--- src/rtl/stack_pkg.sv ---
// ---------------------------------------------------------------------------
// stack_pkg : shared operation encoding and width helpers for param_stack
// Rev 1.0
// ---------------------------------------------------------------------------
`default_nettype none

package stack_pkg;

    typedef enum logic [2:0] {
        OP_NONE    = 3'd0,
        OP_PUSH    = 3'd1,
        OP_POP     = 3'd2,
        OP_REPLACE = 3'd3,
        OP_FLUSH   = 3'd4,
        OP_PUSH_UF = 3'd5,
        OP_OVF     = 3'd6,
        OP_UDF     = 3'd7
    } stack_op_e;

    // Count must represent 0..DEPTH inclusive; index only 0..DEPTH-1.
    function automatic int cnt_width(input int depth);
        return $clog2(depth + 1);
    endfunction

    function automatic int idx_width(input int depth);
        return $clog2(depth);
    endfunction

endpackage

`default_nettype wire

--- src/rtl/param_stack_if.sv ---
// ---------------------------------------------------------------------------
// param_stack_if : request/status bundle between a stack user and param_stack
// Rev 1.0
// ---------------------------------------------------------------------------
`default_nettype none

interface param_stack_if
    import stack_pkg::*;
#(
    parameter int DATA_W = 19,
    parameter int DEPTH  = 16
);
    localparam int CNT_W = cnt_width(DEPTH);
    localparam int IDX_W = idx_width(DEPTH);

    logic              push;
    logic [DATA_W-1:0] push_data;
    logic              pop;
    logic              flush;
    logic              err_clr;
    logic [IDX_W-1:0]  peek_idx;
    logic [DATA_W-1:0] top_data;
    logic [DATA_W-1:0] peek_data;
    logic              peek_valid;
    logic [CNT_W-1:0]  count;
    logic              stack_empty;
    logic              stack_full;
    logic              overflow;
    logic              underflow;
    logic [CNT_W-1:0]  high_water;

    modport master (
        output push, push_data, pop, flush, err_clr, peek_idx,
        input  top_data, peek_data, peek_valid, count, stack_empty,
               stack_full, overflow, underflow, high_water
    );

    modport slave (
        input  push, push_data, pop, flush, err_clr, peek_idx,
        output top_data, peek_data, peek_valid, count, stack_empty,
               stack_full, overflow, underflow, high_water
    );

endinterface

`default_nettype wire

--- src/rtl/stack_regfile.sv ---
// ---------------------------------------------------------------------------
// stack_regfile : DEPTH x DATA_W entry array, one write port, two read ports
// Rev 1.0
// ---------------------------------------------------------------------------
`default_nettype none

module stack_regfile #(
    parameter int DATA_W = 19,
    parameter int DEPTH  = 16,
    parameter int IDX_W  = 4
) (
    input  wire logic              clk,
    input  wire logic              reset,
    input  wire logic              i_we,
    input  wire logic [IDX_W-1:0]  i_waddr,
    input  wire logic [DATA_W-1:0] i_wdata,
    input  wire logic [IDX_W-1:0]  i_top_addr,
    input  wire logic [IDX_W-1:0]  i_peek_addr,
    output logic      [DATA_W-1:0] o_top_rdata,
    output logic      [DATA_W-1:0] o_peek_rdata
);

    logic [DATA_W-1:0] r_mem [DEPTH];

    for (genvar gi = 0; gi < DEPTH; gi++) begin : g_entry
        always_ff @(posedge clk or posedge reset) begin
            if (reset) begin
                r_mem[gi] <= '0;
            end else if (i_we && (i_waddr == IDX_W'(gi))) begin
                r_mem[gi] <= i_wdata;
            end
        end
    end

    // Addresses are only meaningful when the caller has qualified them.
    assign o_top_rdata  = r_mem[i_top_addr];
    assign o_peek_rdata = r_mem[i_peek_addr];

endmodule

`default_nettype wire

--- src/rtl/param_stack.sv ---
// ---------------------------------------------------------------------------
// param_stack : parametrised LIFO with replace, peek, flush, sticky errors
//               and high-water tracking
// Rev 1.0
// ---------------------------------------------------------------------------
`default_nettype none

module param_stack
    import stack_pkg::*;
#(
    parameter int DATA_W = 19,
    parameter int DEPTH  = 16
) (
    input  wire logic    clk,
    input  wire logic    reset,
    param_stack_if.slave bus
);

    localparam int CNT_W = cnt_width(DEPTH);
    localparam int IDX_W = idx_width(DEPTH);

    stack_op_e         w_op;
    logic [CNT_W-1:0]  r_count;
    logic [CNT_W-1:0]  w_next_count;
    logic [CNT_W-1:0]  r_high_water;
    logic              r_overflow;
    logic              r_underflow;
    logic              w_ovf_evt;
    logic              w_udf_evt;
    logic              w_we;
    logic [IDX_W-1:0]  w_waddr;
    logic [IDX_W-1:0]  w_top_idx;
    logic [IDX_W-1:0]  w_peek_addr;
    logic [DATA_W-1:0] w_rd_top;
    logic [DATA_W-1:0] w_rd_peek;
    logic              w_empty;
    logic              w_full;
    logic              w_peek_valid;

    assign w_empty      = (r_count == '0);
    assign w_full       = (r_count == CNT_W'(DEPTH));
    // Modulo IDX_W wrap maps count==DEPTH onto DEPTH-1 for power-of-two depths.
    assign w_top_idx    = r_count[IDX_W-1:0] - IDX_W'(1);
    assign w_peek_addr  = w_top_idx - bus.peek_idx;
    assign w_peek_valid = (CNT_W'(bus.peek_idx) < r_count);

    always_comb begin
        w_op = OP_NONE;
        if (bus.flush) begin
            w_op = OP_FLUSH;
        end else if (bus.push && bus.pop) begin
            w_op = w_empty ? OP_PUSH_UF : OP_REPLACE;
        end else if (bus.push) begin
            w_op = w_full ? OP_OVF : OP_PUSH;
        end else if (bus.pop) begin
            w_op = w_empty ? OP_UDF : OP_POP;
        end
    end

    always_comb begin
        w_next_count = r_count;
        w_we         = 1'b0;
        w_waddr      = w_top_idx;
        w_ovf_evt    = 1'b0;
        w_udf_evt    = 1'b0;
        case (w_op)
            OP_FLUSH:   w_next_count = '0;
            OP_REPLACE: w_we = 1'b1;
            OP_PUSH_UF: begin
                w_we         = 1'b1;
                w_waddr      = '0;
                w_next_count = CNT_W'(1);
                w_udf_evt    = 1'b1;
            end
            OP_PUSH: begin
                w_we         = 1'b1;
                w_waddr      = r_count[IDX_W-1:0];
                w_next_count = r_count + CNT_W'(1);
            end
            OP_POP:     w_next_count = r_count - CNT_W'(1);
            OP_OVF:     w_ovf_evt = 1'b1;
            OP_UDF:     w_udf_evt = 1'b1;
            default:    w_next_count = r_count;
        endcase
    end

    always_ff @(posedge clk or posedge reset) begin
        if (reset) begin
            r_count      <= '0;
            r_overflow   <= 1'b0;
            r_underflow  <= 1'b0;
            r_high_water <= '0;
        end else begin
            r_count <= w_next_count;
            // A new error in the clearing cycle must survive the clear.
            if (bus.err_clr) begin
                r_overflow   <= w_ovf_evt;
                r_underflow  <= w_udf_evt;
                r_high_water <= w_next_count;
            end else begin
                r_overflow  <= r_overflow  | w_ovf_evt;
                r_underflow <= r_underflow | w_udf_evt;
                if (w_next_count > r_high_water) begin
                    r_high_water <= w_next_count;
                end
            end
        end
    end

    stack_regfile #(
        .DATA_W (DATA_W),
        .DEPTH  (DEPTH),
        .IDX_W  (IDX_W)
    ) u_regfile (
        .clk          (clk),
        .reset        (reset),
        .i_we         (w_we),
        .i_waddr      (w_waddr),
        .i_wdata      (bus.push_data),
        .i_top_addr   (w_top_idx),
        .i_peek_addr  (w_peek_addr),
        .o_top_rdata  (w_rd_top),
        .o_peek_rdata (w_rd_peek)
    );

    assign bus.top_data    = w_empty ? '0 : w_rd_top;
    assign bus.peek_data   = w_peek_valid ? w_rd_peek : '0;
    assign bus.peek_valid  = w_peek_valid;
    assign bus.count       = r_count;
    assign bus.stack_empty = w_empty;
    assign bus.stack_full  = w_full;
    assign bus.overflow    = r_overflow;
    assign bus.underflow   = r_underflow;
    assign bus.high_water  = r_high_water;

endmodule

`default_nettype wire

--- src/flat_wrapper.sv ---
// flat-port wrapper written by rule: the top's interface ports become plain ports
module param_stack_flat import stack_pkg::*;
#(
    parameter int DATA_W = 19,
    parameter int DEPTH  = 16
)
  (clk, reset, bus_push, bus_push_data, bus_pop, bus_flush, bus_err_clr, bus_peek_idx, bus_top_data, bus_peek_data, bus_peek_valid, bus_count, bus_stack_empty, bus_stack_full, bus_overflow, bus_underflow, bus_high_water);
  param_stack_if #(.DATA_W(DATA_W), .DEPTH(DEPTH)) bus_i ();
  input  wire logic clk;
  input  wire logic reset;
  input wire logic [$bits(bus_i.push)-1:0] bus_push;
  input wire logic [$bits(bus_i.push_data)-1:0] bus_push_data;
  input wire logic [$bits(bus_i.pop)-1:0] bus_pop;
  input wire logic [$bits(bus_i.flush)-1:0] bus_flush;
  input wire logic [$bits(bus_i.err_clr)-1:0] bus_err_clr;
  input wire logic [$bits(bus_i.peek_idx)-1:0] bus_peek_idx;
  output wire logic [$bits(bus_i.top_data)-1:0] bus_top_data;
  output wire logic [$bits(bus_i.peek_data)-1:0] bus_peek_data;
  output wire logic [$bits(bus_i.peek_valid)-1:0] bus_peek_valid;
  output wire logic [$bits(bus_i.count)-1:0] bus_count;
  output wire logic [$bits(bus_i.stack_empty)-1:0] bus_stack_empty;
  output wire logic [$bits(bus_i.stack_full)-1:0] bus_stack_full;
  output wire logic [$bits(bus_i.overflow)-1:0] bus_overflow;
  output wire logic [$bits(bus_i.underflow)-1:0] bus_underflow;
  output wire logic [$bits(bus_i.high_water)-1:0] bus_high_water;
  assign bus_i.push = bus_push;
  assign bus_i.push_data = bus_push_data;
  assign bus_i.pop = bus_pop;
  assign bus_i.flush = bus_flush;
  assign bus_i.err_clr = bus_err_clr;
  assign bus_i.peek_idx = bus_peek_idx;
  assign bus_top_data = bus_i.top_data;
  assign bus_peek_data = bus_i.peek_data;
  assign bus_peek_valid = bus_i.peek_valid;
  assign bus_count = bus_i.count;
  assign bus_stack_empty = bus_i.stack_empty;
  assign bus_stack_full = bus_i.stack_full;
  assign bus_overflow = bus_i.overflow;
  assign bus_underflow = bus_i.underflow;
  assign bus_high_water = bus_i.high_water;
  param_stack #(.DATA_W(DATA_W), .DEPTH(DEPTH)) u_core (.clk(clk), .reset(reset), .bus(bus_i));
endmodule
--- config.mk ---
export PLATFORM = sky130hd
export DESIGN_NAME = param_stack_flat
export DESIGN_NICKNAME = d
export VERILOG_FILES = /design/src/rtl/stack_pkg.sv /design/src/rtl/param_stack_if.sv /design/src/rtl/stack_regfile.sv /design/src/rtl/param_stack.sv /design/src/flat_wrapper.sv
export SDC_FILE = /design/constraint.sdc
export NUM_CORES = 1
export LEC_CHECK = 0
export CAP_MARGIN = 30
export CORE_ASPECT_RATIO = 1.5
export CORE_MARGIN = 5
export CORE_UTILIZATION = 30
export CTS_CLUSTER_DIAMETER = 60
export DETAILED_ROUTE_END_ITERATION = 16
export GPL_TIMING_DRIVEN = 0
export SLEW_MARGIN = 30
export SYNTH_ARGS = -nofsm -noshare
export SYNTH_HDL_FRONTEND = slang
export SYNTH_SLANG_ARGS = --single-unit
--- constraint.sdc ---
create_clock -name clk -period 10.1 [get_ports clk]
set_clock_uncertainty 0.1 [all_clocks]
set_input_delay 2.02 -clock clk [delete_from_list [all_inputs] [get_ports clk]]
set_output_delay 2.02 -clock clk [all_outputs]
set_load 0.03 [all_outputs]
==> results.yml, run 1 <==
place:
  io_buffer_count: 81
  place_inst: 2043
  gp_congestion: 0.897
  place.detailed.hpwl_mm: 41.1
  dpl_worst_slack_ns: 1.02
  placed_area_mm2: 0.0200
finish:
  final_util_pct: 36.0
  drive_gt1_share_pct: 47.3
  n_antenna_cell: 0
  final_nets: 1352
  finalNonFillerCells: 2111
  area_delta_synth_final_pct: 18.9
  fin_area_mm2: 0.0213
synth:
  synth_edf_count: 0
  ys_top_cells_by_area: "dfrtp_1 (44%), mux4_2 (22%), mux2_2 (19%)"
  ys.flop_type: "dfrtp_1"
  synth_nets: 1216
  ys_types: 76
  yosysSeqAreaShare_pct: 44.2
  synth.cell_area_mm2: 0.0179
  syn_inst: 1171
  netlist.top_cell.by_area: "dfrtp_1"
  async_reset_ff_share_pct: 100
  ys_warn_count: 0
  ys_ff_latch: 316
  syn_avg_cell_area_um2: 15.3
  synth_top_area_share_pct: 44.2
  yosysMostFrequentCell: "dfrtp_1"
  synth_commonest_cells: "dfrtp_1 (316), mux2_2 (299), mux4_2 (171), clkbuf_1 (42), a211oi_1 (40)"
sta:
  finalMaxSlewViolations: 0
  hold_viol: 0
  fin_crit_ns: 9.06
  tns_ns: 0
  post-route-period-util_pct: 89.7
  setup_viol: 0
  worstMarginPinSlew_ns: 1.06
  rsz0062_at_grt: "no"
  fin_ws_ns: 1.04
  max_freq_mhz: 110
  maxSlewHeadroom_pct: 29.6
critical_path:
  worst-path-max-fanout: 10
  regToRegSetupSlack_ns: 4.59
  path_class: "input port to primary output"
  reg2reg_from: "u_core.bus.count[0]"
  critPathArrivalTime_ns: 6.94
  end_kind: "primary output"
  endpoint: "bus_peek_data[8]"
  cp-start-kind: "input port"
  worstPathRequired_ns: 7.98
  rr_worst_depth: 18
  crit_start: "bus_peek_idx[0]"
  reg2reg_to: "u_core.bus.high_water[0]"
die:
  die_y_um: 309
  core_area_mm2: 0.0591
  rows: 109
  die-area_mm2: 0.0647
  start_util_pct: 30.3
  io_pins: 82
  die_x_um: 209
power_and_ir_drop:
  p_per_area_mw_per_mm2: 368
  total_leakage_power_nw: 9.06
  peakVddDrop_v: 0.000224
clocking:
  clk_pin_slew_ns: 0.06
  cts_resized: 0
  clock-sinks: 316
  cts_made_buffers: 39
  clockBufferDepth: 3
  cts_tree: "yes"
  cts.htree.levels: 2
  cts_root_buf: "clkbuf_16"
  ctsHoldBuffers: 0
  clk_latency_ns: 0.54
  postCtsSetupBuffers: 0
routing:
  routed_via_density: 5.54
  drc: 0
  wire_per_inst_um: 26.4
  wl_mm: 55.7
  postRouteAntennaNets: 0
  drt_iter0_drc: 821
  drt_pre_antenna_iters: 5
  via_count: 11700
flow_run:
  cap_violations: 0
grt:
  grt-ovfl-total: 0
  grt_pass1_wl_mm: 84.6
  grt_max_degree: 30
  grt_pass1_vias: 12600
  grt.total_usage_pct: 17.2
  antenna_found_initial: 2
outcome:
  status: "finished clean"
hold_path:
  hp-class: "register to register"
final cells by class:
class	count	area (µm²)
fill	5585	37800
sequential	316	7910
multi-input combinational	729	9310
tap	777	972
timing repair buffer	95	1100
clock buffer	60	1200
buffer	103	598
clock inverter	8	85.1
inverter	23	91.3
critical path: stages:
cell and delay [ns]:
clkdlybuf4s50_1 0.46, ha_1 0.24, fa_1 0.54, buf_2 0.20, buf_2 0.38, buf_2 0.53
clkbuf_1 0.62, mux4_2 0.42, a211oi_1 0.10, a211oi_1 0.60, clkdlybuf4s50_1 0.81
registers in the layout, indices dropped and copies added (netlist names):
name,count
u_core.bus.underflow,1
u_core.bus.high_water,5
u_core.bus.overflow,1
u_core.u_regfile.r_mem,304
u_core.bus.count,5
logic make-up (layout without fill, tap and decap cells):
logic type / count (synthesis) / count (layout) / synth area share (%)
mux: 501 / 501 / 42.4
compound gates: 95 / 95 / 3.94
flops: 316 / 316 / 44.2
simple gates: 108 / 108 / 4.04
buf+inv: 126 / 289 / 3.74
fa+ha+maj: 16 / 16 / 1.16
xor+xnor: 9 / 9 / 0.518
where the power goes:
group | switching, W | leakage, nW | internal [W]
clock | 0.000559 | 0.634 | 0.000844
combinational | 0.00228 | 4.24 | 0.00201
sequential | 0.000375 | 4.18 | 0.00176
per-stage QoR:
step,hold WS (ns),power (W)
6_report,0.421,0.00783
5_1_grt,0.433,0.00820
4_1_cts,0.424,0.00787
3_5_place_dp,0.410,0.00644
3_3_place_gp,0.400,0.00633
2_1_floorplan,0.391,0.00493
worst min path at each step:
stage | startpoint | end | cells after the start | slack (ns)
6_report | u_core.u_regfile.r_mem[117] | u_core.u_regfile.r_mem[117] | 1 | 0.42
4_1_cts | u_core.u_regfile.r_mem[117] | u_core.u_regfile.r_mem[117] | 1 | 0.42
5_1_grt | u_core.u_regfile.r_mem[200] | u_core.u_regfile.r_mem[200] | 1 | 0.43
3_5_place_dp | u_core.u_regfile.r_mem[117] | u_core.u_regfile.r_mem[117] | 1 | 0.41
3_3_place_gp | u_core.u_regfile.r_mem[120] | u_core.u_regfile.r_mem[120] | 1 | 0.40
2_1_floorplan | u_core.u_regfile.r_mem[227] | u_core.u_regfile.r_mem[227] | 1 | 0.39
routing by layer:
layer / part of all wire (%) / GRT usage (%)
met5: 0.022 / 0
met4: 5.4 / 8.15
met3: 5.3 / 3.00
met2: 51 / 30.0
met1: 38 / 20.7
cell usage in the layout (no fill, tap or decap), types with 12 or more instances in the layout:
master and count:
a21oi_1 12, nor2_1 12, ha_1 15, mux2_2 299
clkbuf_16 41, mux2i_1 21, inv_1 21, a211oi_1 40
clkbuf_1 45, nand2_1 12, dfrtp_1 316, and2_1 19
mux4_2 171, buf_2 25, nor2b_1 21, clkbuf_8 12
clkdlybuf4s50_1 81
Power figures use the tool's default switching activity.
==> run 2, diff against run 1 <==
--- a/config.mk
+++ b/config.mk
@@ -12,6 +12,7 @@
 export CTS_CLUSTER_DIAMETER = 60
 export DETAILED_ROUTE_END_ITERATION = 16
 export GPL_TIMING_DRIVEN = 0
+export SETUP_SLACK_MARGIN = 0.05
 export SLEW_MARGIN = 30
 export SYNTH_ARGS = -nofsm -noshare
 export SYNTH_HDL_FRONTEND = slang
==> results of run 2 <==
No change in the layout: final DEF, timing and power equal those of run 1.
==> run 3, diff against run 2 <==
==> constraint.sdc (replaced) <==
create_clock -name clk -period 10.1 [get_ports clk]
set_clock_uncertainty 0.1 [all_clocks]
set_input_delay 2.525 -clock clk [delete_from_list [all_inputs] [get_ports clk]]
set_output_delay 2.525 -clock clk [all_outputs]
set_load 0.03 [all_outputs]
==> run 3 against run 2 <==
Against the previous run:
- register-to-register slack about the same
- clock power barely moved
- power hardly changed
- final cell count stayed put
- via count fell by 0.19%
- core utilization about the same
- sequential cell count unchanged
- global-route usage hardly changed
- largest cell class unchanged
- highest routed layer unchanged
==> results.yml, run 3 (same netlist as run 1, synthesis figures left out) <==
die:
  die-area_mm2: 0.0647
  start_util_pct: 30.3
  io_pins: 82
  core_area_mm2: 0.0591
  die_y_um: 309
  die_x_um: 209
  rows: 109
finish:
  mostFrequentLayoutCells: "dfrtp_1 (316), mux2_2 (299), mux4_2 (171), clkdlybuf4s50_1 (81), clkbuf_1 (44)"
  fin_area_mm2: 0.0213
  layout_commonest_cell: "dfrtp_1"
  largest_reg_flops: 304
  drive_gt1_share_pct: 47.4
  n_antenna_cell: 0
  area_delta_synth_final_pct: 18.9
  top_register: "u_core.u_regfile.r_mem"
  final_nets: 1352
routing:
  via_count: 11700
  drt_pre_antenna_iters: 5
  wl_mm: 55.7
  drc: 0
  routed_via_density: 5.53
  wire_per_inst_um: 26.4
  postRouteAntennaNets: 0
  drt_iter0_drc: 796
sta:
  setup_viol: 0
  hold_viol: 0
  post-route-period-util_pct: 97.5
  max_freq_mhz: 102
  worstMarginPinSlew_ns: 1.03
  rsz0062_at_grt: "no"
  fin_crit_ns: 9.85
  fin_ws_ns: 0.255
  tns_ns: 0
  maxSlewHeadroom_pct: 31.2
  finalMaxSlewViolations: 0
clocking:
  clock-sinks: 316
  cts_made_buffers: 39
  cts_root_buf: "clkbuf_16"
  cts_tree: "yes"
  clk_latency_ns: 0.54
  clk_pin_slew_ns: 0.06
  ctsHoldBuffers: 0
  cts.htree.levels: 2
  clockBufferDepth: 3
place:
  io_buffer_count: 81
  dpl_worst_slack_ns: 0.00887
  placed_area_mm2: 0.0200
  place.detailed.hpwl_mm: 41.1
  gp_congestion: 0.897
critical_path:
  critPathArrivalTime_ns: 7.22
  end_kind: "primary output"
  path_class: "input port to primary output"
  cp-start-kind: "input port"
  worstPathRequired_ns: 7.48
  worst-path-max-fanout: 10
hold_path:
  hp-class: "register to register"
grt:
  grt_max_degree: 30
  grt-ovfl-total: 0
  antenna_found_initial: 2
  grt_pass1_vias: 12600
  grt.total_usage_pct: 17.2
  grt_pass1_wl_mm: 84.6
flow_run:
  cap_violations: 0
power_and_ir_drop:
  peakVddDrop_v: 0.000224
  total_leakage_power_nw: 9.06
  p_per_area_mw_per_mm2: 368
outcome:
  status: "finished clean"
[run 3: stage by stage]
stage,power (W),hold slack (ns),util (%),instances
finish,0.00783,0.422,36.0,2111
global route,0.00820,0.433,36.0,2111
CTS,0.00787,0.424,36.0,2111
detailed placement,0.00644,0.410,33.8,2043
global placement,0.00633,0.400,33.3,2029
floorplan,0.00493,0.391,-,1171
[run 3: repair_timing]
| action | CTS | global route |
|---|---|---|
| gates resized for setup | 1 | 0 |
| endpoints found under the setup margin | 1 | 0 |
| buffers inserted | 0 | 0 |
[run 3: cell type report]
| cell class | instances | area, µm² |
|---|---|---|
| multi-input combinational | 729 | 9310 |
| fill | 5585 | 37800 |
| timing repair buffer | 95 | 1100 |
| inverter | 23 | 91.3 |
| buffer | 103 | 599 |
| sequential | 316 | 7910 |
| clock inverter | 8 | 85.1 |
| clock buffer | 60 | 1200 |
| tap | 777 | 972 |
[run 3: report_power, final]
group	leakage [nW]	switching (W)	total, W	internal, W
Combinational	4.25	0.00227	0.00429	0.00201
Sequential	4.18	0.000375	0.00214	0.00176
Clock	0.634	0.000559	0.00140	0.000844
[run 3: worst max-delay path, cell delays in order]
cell and delay (ns):
clkdlybuf4s50_1 0.46, ha_1 0.24, fa_1 0.54, buf_2 0.20, buf_2 0.38, buf_2 0.52, buf_2 0.42, mux4_2 0.29
a211oi_1 0.07, a211oi_1 0.72, clkdlybuf4s50_1 0.82
[run 3: path summary, 6_finish.rpt]
kind,slack [ns],endpoint,cells after the start,from
setup / recovery,0.25,bus_peek_data[7],11,bus_peek_idx[0]
hold / removal,0.42,u_core.u_regfile.r_mem[117],1,u_core.u_regfile.r_mem[117]
setup reg to reg,4.58,u_core.bus.high_water[0],18,u_core.bus.count[0]
hold reg to reg,0.42,u_core.u_regfile.r_mem[117],1,u_core.u_regfile.r_mem[117]
max in group asynchronous,6.59,u_core.u_regfile.r_mem[170],6,reset
min in group asynchronous,2.21,u_core.u_regfile.r_mem[98],2,reset
[run 3: metal layers]
layer	GRT usage (%)	routed length (µm)	vias up
li1	-	-	4835
met1	20.7	21100	6288
met2	30.0	28500	426
met3	3.00	3000	130
met4	8.21	3060	2
met5	0	12	-
